### src/rtl/leds_pwm_if.sv
// Avalon-MM slave port bundle (s1) for the leds_pwm LED peripheral.
// The master modport is the bus side (Nios/Avalon fabric); the slave modport
// is the peripheral side.
interface leds_pwm_if;
    logic [4:0]  avs_s1_address;
    logic        avs_s1_read;
    logic [15:0] avs_s1_readdata;
    logic        avs_s1_write;
    logic [15:0] avs_s1_writedata;

    modport master (
        output avs_s1_address,
        output avs_s1_read,
        output avs_s1_write,
        output avs_s1_writedata,
        input  avs_s1_readdata
    );

    modport slave (
        input  avs_s1_address,
        input  avs_s1_read,
        input  avs_s1_write,
        input  avs_s1_writedata,
        output avs_s1_readdata
    );
endinterface

### src/rtl/leds_pwm.sv
// leds_pwm: parametrised Avalon-MM LED peripheral with per-channel on/off,
// PWM duty and blink mask, plus global prescaler and blink divider.
// Optional feature macro: LEDS_FADE_EN -- when defined, each channel's
// effective duty steps one count per PWM period toward its DUTY register.
// Register map (word address): 0x00 ON, 0x01 BLINK_MASK, 0x02 PRESCALE,
// 0x03 BLINK_DIV, 0x04 STATUS (bit0 phase, bit1 fading, [DUTY_W+3:4] pwm_cnt),
// 0x10+i DUTY[i].
module leds_pwm #(
    parameter int CHANNELS   = 8,
    parameter int DUTY_W     = 8,
    parameter int PRESCALE_W = 16
) (
    input  logic                csi_clk,
    input  logic                csi_reset,
    leds_pwm_if.slave           s1,
    output logic [CHANNELS-1:0] user_dataout_0
);

    logic [CHANNELS-1:0]   on_reg;
    logic [CHANNELS-1:0]   mask_reg;
    logic [PRESCALE_W-1:0] prescale;
    logic [PRESCALE_W-1:0] blink_div;
    logic [DUTY_W-1:0]     duty [CHANNELS];
    logic [DUTY_W-1:0]     eff  [CHANNELS];

    logic [PRESCALE_W-1:0] pre_cnt;
    logic [PRESCALE_W-1:0] blink_cnt;
    logic [DUTY_W-1:0]     pwm_cnt;
    logic                  phase;
    logic                  tick;
    logic                  period_end;
    logic                  fading;

    logic                  wr_on;
    logic                  wr_mask;
    logic                  wr_prescale;
    logic                  wr_blink_div;
    logic [15:0]           rd_mux;
    logic [15:0]           readdata;
    logic [CHANNELS-1:0]   lit;
    logic                  unused_writedata;

    assign wr_on        = s1.avs_s1_write && (s1.avs_s1_address == 5'h00);
    assign wr_mask      = s1.avs_s1_write && (s1.avs_s1_address == 5'h01);
    assign wr_prescale  = s1.avs_s1_write && (s1.avs_s1_address == 5'h02);
    assign wr_blink_div = s1.avs_s1_write && (s1.avs_s1_address == 5'h03);

    // Writedata is wider than most registers; upper bits are simply dropped.
    assign unused_writedata = ^s1.avs_s1_writedata;

    assign tick       = (pre_cnt == prescale);
    assign period_end = tick && (pwm_cnt == {DUTY_W{1'b1}});

    // Configuration registers; DUTY slots beyond CHANNELS do not exist.
    always_ff @(posedge csi_clk) begin
        if (csi_reset) begin
            on_reg    <= '0;
            mask_reg  <= '0;
            prescale  <= '0;
            blink_div <= '0;
            for (int i = 0; i < CHANNELS; i++) begin
                duty[i] <= '0;
            end
        end else begin
            if (wr_on)        on_reg    <= s1.avs_s1_writedata[CHANNELS-1:0];
            if (wr_mask)      mask_reg  <= s1.avs_s1_writedata[CHANNELS-1:0];
            if (wr_prescale)  prescale  <= s1.avs_s1_writedata[PRESCALE_W-1:0];
            if (wr_blink_div) blink_div <= s1.avs_s1_writedata[PRESCALE_W-1:0];
            for (int i = 0; i < CHANNELS; i++) begin
                if (s1.avs_s1_write && (s1.avs_s1_address == 5'(16 + i))) begin
                    duty[i] <= s1.avs_s1_writedata[DUTY_W-1:0];
                end
            end
        end
    end

    // Prescaler and PWM counter; a PRESCALE write restarts both so the new
    // rate begins on a clean period.
    always_ff @(posedge csi_clk) begin
        if (csi_reset) begin
            pre_cnt <= '0;
            pwm_cnt <= '0;
        end else if (wr_prescale) begin
            pre_cnt <= '0;
            pwm_cnt <= '0;
        end else if (tick) begin
            pre_cnt <= '0;
            pwm_cnt <= pwm_cnt + DUTY_W'(1);
        end else begin
            pre_cnt <= pre_cnt + PRESCALE_W'(1);
        end
    end

    // Blink divider: counts PWM periods, toggles phase after BLINK_DIV+1 of them.
    always_ff @(posedge csi_clk) begin
        if (csi_reset || wr_blink_div) begin
            blink_cnt <= '0;
            phase     <= 1'b0;
        end else if (period_end) begin
            if (blink_cnt == blink_div) begin
                blink_cnt <= '0;
                phase     <= ~phase;
            end else begin
                blink_cnt <= blink_cnt + PRESCALE_W'(1);
            end
        end
    end

`ifdef LEDS_FADE_EN
    // Effective duty walks one step per PWM period toward the programmed duty.
    always_ff @(posedge csi_clk) begin
        if (csi_reset) begin
            for (int i = 0; i < CHANNELS; i++) begin
                eff[i] <= '0;
            end
        end else if (period_end) begin
            for (int i = 0; i < CHANNELS; i++) begin
                if (eff[i] < duty[i]) begin
                    eff[i] <= eff[i] + DUTY_W'(1);
                end else if (eff[i] > duty[i]) begin
                    eff[i] <= eff[i] - DUTY_W'(1);
                end
            end
        end
    end

    // Fading flag: any channel still on its way to its target duty.
    always_comb begin
        fading = 1'b0;
        for (int i = 0; i < CHANNELS; i++) begin
            if (eff[i] != duty[i]) fading = 1'b1;
        end
    end
`else
    // Without fading the programmed duty drives the comparator directly.
    always_comb begin
        for (int i = 0; i < CHANNELS; i++) begin
            eff[i] = duty[i];
        end
    end

    assign fading = 1'b0;
`endif

    // Per-channel lit decision; all-ones duty is forced fully on.
    always_comb begin
        lit = '0;
        for (int i = 0; i < CHANNELS; i++) begin
            lit[i] = on_reg[i]
                  && ((pwm_cnt < eff[i]) || (eff[i] == {DUTY_W{1'b1}}))
                  && !(mask_reg[i] && phase);
        end
    end

    // Registered LED drive.
    always_ff @(posedge csi_clk) begin
        if (csi_reset) begin
            user_dataout_0 <= '0;
        end else begin
            user_dataout_0 <= lit;
        end
    end

    // Read decode; unmapped addresses and unused high bits return 0.
    always_comb begin
        rd_mux = '0;
        case (s1.avs_s1_address)
            5'h00: rd_mux[CHANNELS-1:0]   = on_reg;
            5'h01: rd_mux[CHANNELS-1:0]   = mask_reg;
            5'h02: rd_mux[PRESCALE_W-1:0] = prescale;
            5'h03: rd_mux[PRESCALE_W-1:0] = blink_div;
            5'h04: begin
                rd_mux[0]          = phase;
                rd_mux[1]          = fading;
                rd_mux[DUTY_W+3:4] = pwm_cnt;
            end
            default: ;
        endcase
        for (int i = 0; i < CHANNELS; i++) begin
            if (s1.avs_s1_address == 5'(16 + i)) rd_mux[DUTY_W-1:0] = duty[i];
        end
    end

    // Read data register: loads only on a pure read, otherwise holds.
    always_ff @(posedge csi_clk) begin
        if (csi_reset) begin
            readdata <= '0;
        end else if (s1.avs_s1_read && !s1.avs_s1_write) begin
            readdata <= rd_mux;
        end
    end

    assign s1.avs_s1_readdata = readdata;

endmodule

### src/flat_wrapper.sv
// flat-port wrapper written by rule: the top's interface ports become plain ports
module leds_pwm_flat 
#(
    parameter int CHANNELS   = 8,
    parameter int DUTY_W     = 8,
    parameter int PRESCALE_W = 16
)
  (csi_clk, csi_reset, user_dataout_0, s1_avs_s1_address, s1_avs_s1_read, s1_avs_s1_write, s1_avs_s1_writedata, s1_avs_s1_readdata);
  leds_pwm_if s1_i ();
  input  logic csi_clk;
  input  logic csi_reset;
  output logic [CHANNELS-1:0] user_dataout_0;
  input wire logic [$bits(s1_i.avs_s1_address)-1:0] s1_avs_s1_address;
  input wire logic [$bits(s1_i.avs_s1_read)-1:0] s1_avs_s1_read;
  input wire logic [$bits(s1_i.avs_s1_write)-1:0] s1_avs_s1_write;
  input wire logic [$bits(s1_i.avs_s1_writedata)-1:0] s1_avs_s1_writedata;
  output wire logic [$bits(s1_i.avs_s1_readdata)-1:0] s1_avs_s1_readdata;
  assign s1_i.avs_s1_address = s1_avs_s1_address;
  assign s1_i.avs_s1_read = s1_avs_s1_read;
  assign s1_i.avs_s1_write = s1_avs_s1_write;
  assign s1_i.avs_s1_writedata = s1_avs_s1_writedata;
  assign s1_avs_s1_readdata = s1_i.avs_s1_readdata;
  leds_pwm #(.CHANNELS(CHANNELS), .DUTY_W(DUTY_W), .PRESCALE_W(PRESCALE_W)) u_core (.csi_clk(csi_clk), .csi_reset(csi_reset), .s1(s1_i), .user_dataout_0(user_dataout_0));
endmodule
### config.mk
export PLATFORM = sky130hd
export DESIGN_NAME = leds_pwm_flat
export DESIGN_NICKNAME = d
export VERILOG_FILES = /design/src/rtl/leds_pwm_if.sv /design/src/rtl/leds_pwm.sv /design/src/flat_wrapper.sv
export SDC_FILE = /design/constraint.sdc
export NUM_CORES = 1
export LEC_CHECK = 0
export ABC_CLOCK_PERIOD_IN_PS = 5600
export BUFFER_PORTS_ARGS = -buffer_cell sky130_fd_sc_hd__buf_2
export CORE_MARGIN = 5
export CORE_UTILIZATION = 60
export DETAILED_ROUTE_END_ITERATION = 10
export PLACE_DENSITY_LB_ADDON = 0.08
export SLEW_MARGIN = 10
export SYNTH_ARGS = -nofsm -noshare
export SYNTH_HDL_FRONTEND = slang
export SYNTH_SLANG_ARGS = --single-unit
### constraint.sdc
create_clock -name csi_clk -period 5.6 [get_ports csi_clk]
set_input_delay 0.28 -clock csi_clk [delete_from_list [all_inputs] [get_ports csi_clk]]
set_output_delay 0.28 -clock csi_clk [all_outputs]
set_load 0.02 [all_outputs]
==> metrics.md, run 1 <==
| Metric | Value |
|---|---|
| Status | `finished, final reports clean` |
| CP startpoint kind | `input pin` |
| Clock buffer depth | `2` |
| Vias in the first global route | `7556` |
| CP Class | `input pin to register` |
| Synthesized area | `0.00959 mm2` |
| Max-cap violations | `0` |
| Syn nets | `1120` |
| Most frequent CP cell | `nor2_1` |
| Layout area overhead | `9.91%` |
| Syn_area_per_cell | `9.26 um2` |
| Crit share post-route | `51.2%` |
| Reg2reg start | `u_core.pwm_cnt[1]` |
| Crit-path cells | `buf_2 > inv_1 > nor2_1 > nand2_1 > nor2_4 > or3_1 > nor2_1` |
| Number of gates resized after cts | `0` |
| Total global routing overflow | `0` |
| CTS H-tree depth | `4` |
| Initial Utilization | `60.8%` |
| Hold Path Class | `input pin to register` |
| Crit path from | `s1_avs_s1_address[1]` |
| Met2 wire len | `11700 um` |
| # diodes | `0` |
| FP Rows | `46` |
| DRT iter0 DRCs | `748` |
| Hold Startpoint | `s1_avs_s1_writedata[13]` |
| Synth area leader | `dfxtp_1` |
| Initial antenna violation count | `0` |
| CTS root buffer | `clkbuf_16` |
| Top reg by flops | `u_core.duty` |
| Crit path time final | `2870 ps` |
| FF+latch count, synth | `177` |
| Peak VDD IR | `303 uV` |
| Slew headroom | `39.2%` |
| Final wirelength | `26100 um` |
| Max Slew Vio Count | `0` |
| Layout cells sized above 1 | `9.67%` |
| Number of buffers added for setup after CTS | `0` |
| WL per Instance | `20.2 um` |
| Final HPWL DP | `18800 um` |
| Arrival time worst endpoint | `3160 ps` |
| Largest cells by area after synthesis | `dfxtp_1 24%, edfxtp_1 20%, ha_1 7.7%, nor2_1 6.7%, mux2i_1 5.6%` |
| Total number of vias | `7811` |
| Post-Route M1 WL | `11500 um` |
| Skew-Pair Late Insertion Delay | `430 ps` |
| Clock transition at path regs | `70 ps` |
| # IOs | `49` |
| Max reg flops | `64` |
| Ys flop type | `dfxtp_1` |
| Final hold violation count | `0` |
| CP Capture Type | `register` |
| Leak | `4.25 nW` |
| Most common cell after layout, fill and taps aside | `nor2_1` |
| Hold Buf Count CTS | `0` |
| Req. time, crit path | `5900 ps` |
| Yosys cell types | `54` |
| Synth top area share | `23.6%` |
| Fmax | `349 MHz` |
| WL met3 | `2210 um` |
| Drt via density | `6.05` |
| CTS tree | `built` |
| DIE WIDTH | `136 um` |
| First-pass GRT wire length | `41500 um` |
| Gate Count Post-Synth | `1036` |
| RSZ-0062 raised after global routing | `no` |
| Number of synthesized flops with an enable pin | `64` |
| Antenna viol nets, final | `0` |
| Tightest Pin Transition | `911 ps` |
| Pwr Density | `280 mW/mm2` |
| Final net count | `1148` |
| Sequential area share after synthesis | `43.6%` |
| Total core area | `0.0158 mm2` |
| Critical-path maximum fanout | `44` |
| CP max-delay cell | `buf_2` |
| Die Ht | `136 um` |
| Port bufs | `48` |
| CTS buffer count | `17` |
| Post-layout util | `66.9%` |
| Final GP Congestion | `1.01` |
| Syn. warnings | `0` |
| Clk_skew | `9.57 ps` |
| CP max stage delay | `610 ps` |
| Largest net degree at the start of global routing | `45` |
| DIE AREA | `0.0186 mm2` |
| Uppermost routed layer | `met4` |
| All-Layer GR Usage | `29.2%` |
| Setup TNS | `0 ps` |
| Most frequent cells in the layout | `172 x nor2_1, 113 x dfxtp_1, 72 x inv_1` |
| DR pass1 iterations | `7` |
| Clock sinks | `177` |
| DRC Markers | `0` |
| Async S/R FF share, synth | `0%` |
| Setup-failing EPs final | `0` |
==> Yosys cell counts (23+ instances only) <==
cell      number
o21ai_0       48
clkbuf_1      28
nand4_1       37
xnor2_1       44
mux2i_1       54
xor2_1        23
nand3_1       25
nor2_1       172
ha_1          59
dfxtp_1      113
a21oi_1       39
nand2_1       52
inv_1         72
edfxtp_1      64
nand2b_1      25
==> cell type report <==
class / count / area [um2]
inverters: 74 / 278
multi-input cells: 741 / 4940
well taps: 216 / 270
flip-flops and latches: 177 / 4180
clock buffers: 21 / 504
fillers: 1336 / 5230
repair buffers: 53 / 278
clock inverters: 10 / 92.6
==> through the flow <==
step                cell area [um2]  total power, mW  worst slack (ps)  cells  hold WS [ps]
detailed placement             9950             1.77              2370   1261           474
global placement               9950             1.76              2460   1261           467
floorplan                      9590             1.66              3540   1036           424
CTS                           10500             2.96              2800   1292           105
finish                        10500             2.95              2730   1292           111
global route                  10500             3.06              2540   1292           115
==> final timing paths <==
| path | end | slack, ps | cells after the start |
|---|---|---|---|
| worst max-delay path | u_core.pre_cnt[4] | 2730 | 7 |
| worst min-delay path | u_core.blink_div[13] | 110 | 3 |
| worst max register to register | u_core.blink_cnt[10] | 2890 | 6 |
| worst min register to register | u_core.s1.avs_s1_readdata[9] | 490 | 2 |
==> logic make-up (layout without fill, tap and decap cells) <==
kind of cell    count (synthesis)  after routing  synth area share, %
mux                            63             63                 7.40
buf+inv                       118            158                 4.92
compound gates                163            163                 10.7
simple gates                  389            389                 19.6
flops                         177            177                 43.6
fa+ha+maj                      59             59                 7.70
xor+xnor                       67             67                 6.12
==> worst max-delay path, delay by kind of cell <==
| kind | cells | cell delay (ps) |
|---|---|---|
| simple gates | 5 | 1860 |
| buf+inv | 2 | 990 |
==> layer usage <==
metal / vias to the layer above / global-route usage [%]
li1: 3711 / -
met1: 3718 / 41.3
met2: 326 / 45.7
met3: 56 / 6.74
met4: 0 / 7.28
met5: - / 0
==> power by group <==
part | switching (mW) | internal [mW] | total (mW)
Sequential | 0.0685 | 1.38 | 1.45
Combinational | 0.191 | 0.111 | 0.302
Clock | 0.508 | 0.692 | 1.20
Total | 0.768 | 2.18 | 2.95
No activity file was read; power rests on OpenSTA's default activity.
==> run 2: changes to the inputs <==
--- a/config.mk
+++ b/config.mk
@@ -5,10 +5,10 @@
 export SDC_FILE = /design/constraint.sdc
 export NUM_CORES = 1
 export LEC_CHECK = 0
-export ABC_CLOCK_PERIOD_IN_PS = 5600
+export ABC_CLOCK_PERIOD_IN_PS = 2400
 export BUFFER_PORTS_ARGS = -buffer_cell sky130_fd_sc_hd__buf_2
 export CORE_MARGIN = 5
-export CORE_UTILIZATION = 60
+export CORE_UTILIZATION = 56
 export DETAILED_ROUTE_END_ITERATION = 10
 export PLACE_DENSITY_LB_ADDON = 0.08
 export SLEW_MARGIN = 10
==> constraint.sdc (replaced) <==
create_clock -name csi_clk -period 2.4 [get_ports csi_clk]
set_input_delay 0.12 -clock csi_clk [delete_from_list [all_inputs] [get_ports csi_clk]]
set_output_delay 0.12 -clock csi_clk [all_outputs]
set_load 0.02 [all_outputs]
==> run 2 against run 1 <==
  * Die area up 6.6%
  * Sequential share of layout area down 1.4 points
  * First-iteration DRC count down 14%
  * Total power up 140%
  * Final cell count up 4.1%
  * Wire length up 5.8%
  * Hold slack worse by 97 ps
  * Sequential cell count unchanged
  * Via count up 2.5%
  * Clock power up 130%
  * Setup slack worse by 2400 ps
  * Highest routed layer unchanged
==> metrics.md, run 2 (same netlist as run 1, synthesis figures left out) <==
| Metric | Value |
|---|---|
| Status | `finished, final reports clean` |
| CTS tree | `built` |
| Hold Path Class | `input pin to register` |
| CP startpoint kind | `register` |
| WL per Instance | `20.5 um` |
| Peak VDD IR | `506 uV` |
| Fmax | `474 MHz` |
| Slew headroom | `53.5%` |
| Clock network power share | `39.9%` |
| Top reg by flops | `u_core.duty` |
| DR pass1 iterations | `6` |
| Drt via density | `5.95` |
| Initial antenna violation count | `0` |
| Total core area | `0.0167 mm2` |
| Clock sinks | `177` |
| Final GP Congestion | `1.04` |
| Leak | `4.47 nW` |
| Number of gates resized after cts | `0` |
| Clock buffer depth | `2` |
| CP Capture Type | `register` |
| Final net count | `1196` |
| Pwr Density | `634 mW/mm2` |
| Max reg flops | `64` |
| Total number of vias | `8004` |
| DIE AREA | `0.0198 mm2` |
| Combinational Power Share | `12.4%` |
| Critical-path maximum fanout | `24` |
| Most frequent cells in the layout | `172 x nor2_1, 113 x dfxtp_1, 72 x inv_1` |
| DRC Markers | `0` |
| Largest net degree at the start of global routing | `37` |
| Post-Place Setup Slack | `245 ps` |
| CTS root buffer | `clkbuf_16` |
| All-Layer GR Usage | `28.1%` |
| Final HPWL DP | `20600 um` |
| Die Ht | `141 um` |
| DIE WIDTH | `141 um` |
| Switching share of total power | `27.6%` |
| Crit-path cells | `xnor2_1 > nand4_1 > nor4_4 > buf_12 > nand2_2 > or4_1 > a21oi_1` |
| Setup TNS | `0 ps` |
| CP max-delay cell | `or4_1` |
| Tightest Pin Transition | `698 ps` |
| Crit share post-route | `87.8%` |
| DRT iter0 DRCs | `642` |
| RSZ-0062 raised after global routing | `no` |
| FP Rows | `47` |
| Req. time, crit path | `2770 ps` |
| CTS buffer count | `17` |
| Arrival time worst endpoint | `2480 ps` |
| Setup-failing EPs final | `0` |
| Max Slew Vio Count | `0` |
| Vias in the first global route | `7685` |
| First-pass GRT wire length | `43200 um` |
| Final worst setup slack | `292 ps` |
| Clk_skew | `11.7 ps` |
| Layout area overhead | `14.0%` |
| Hold Buf Count CTS | `8` |
| Number of buffers added for setup after CTS | `0` |
| Crit path max-delay family | `simple AND/OR/NAND/NOR gates` |
| Skew-Pair Late Insertion Delay | `430 ps` |
| Port bufs | `48` |
| CP max stage delay | `520 ps` |
| Layout cells sized above 1 | `13.0%` |
| # IOs | `49` |
| Buf/Inv on CP | `1` |
| Clock transition at path regs | `80 ps` |
| Max-cap violations | `0` |
| Total global routing overflow | `0` |
| CTS H-tree depth | `4` |
| Switch Pwr | `1.91 mW` |
| Final hold violation count | `0` |
| # diodes | `0` |
| Flop pwr share | `47.7%` |
| Crit path time final | `2110 ps` |
| Int Power | `5.02 mW` |
| CP Class | `register to register` |
| Antenna viol nets, final | `0` |
| Most common cell after layout, fill and taps aside | `nor2_1` |
| Initial Utilization | `57.4%` |
| Final wirelength | `27600 um` |
run 2: cell count changes in the layout (fill, tap and decap cells not counted):
cell           change
clkinvlp_4         +1
clkbuf_16          -3
buf_4             +38
clkinv_8           +1
inv_4              -1
clkinv_2           -2
inv_6              +5
clkbuf_8           +1
dlygate4sd3_1      +8
clkbuf_1           -1
buf_12             +2
run 2: power groups by stage:
stage | Sequential, mW | Clock [mW] | Combinational [mW]
after global routing | 3.32 | 2.92 | 0.944
after global placement | 3.37 | 0 | 0.819
final | 3.31 | 2.77 | 0.860
after detailed placement | 3.37 | 0 | 0.833
after CTS | 3.30 | 2.79 | 0.847
after floorplan | 3.37 | 0 | 0.504
run 2: cell type report:
type                            count  area, um2
Clock inverter                     14        144
Fill cell                        1456       5760
Inverter                           74        278
Multi-Input combinational cell    741       4940
Clock buffer                       18        439
Timing Repair Buffer              101        683
Sequential cell                   177       4180
Tap cell                          220        275
run 2: worst paths after layout:
path	cells past startpoint	slack [ps]	end	start
worst max-delay path	7	290	u_core.blink_cnt[6]	u_core.pre_cnt[4]
worst min-delay path	3	10	u_core.on_reg[3]	s1_avs_s1_writedata[3]
worst max register to register	7	290	u_core.blink_cnt[6]	u_core.pre_cnt[4]
worst min register to register	2	500	u_core.s1.avs_s1_readdata[12]	u_core.s1.avs_s1_readdata[12]
run 2: stage by stage:
step	cells	power (mW)	hold WS [ps]	area (um2)	util, %
final	1345	6.94	13.8	10900	65.5
after global routing	1345	7.18	10.2	10900	65.5
after CTS	1345	6.94	3.19	10900	65.5
after detailed placement	1305	4.20	393	10300	61.5
after global placement	1305	4.19	384	10300	61.5
after floorplan	1036	3.87	264	9590	-
run 2: routing by layer:
layer  part of all wire, %  GRT usage [%]  wire length [um]
met4                   2.1           8.47               571
met1                    46           40.7             12600
met3                   7.9           5.22              2170
met2                    44           43.0             12200
met5                     0              0                 0
run 2: worst reg2reg max path, delay by kind of cell, from the launching register on:
family	cells	cell delay [ps]
AO/OA/AOI/OAI	1	140
XOR/XNOR	1	150
buffers and inverters	1	210
flip-flops	1	410
AND/OR/NAND/NOR	4	1150
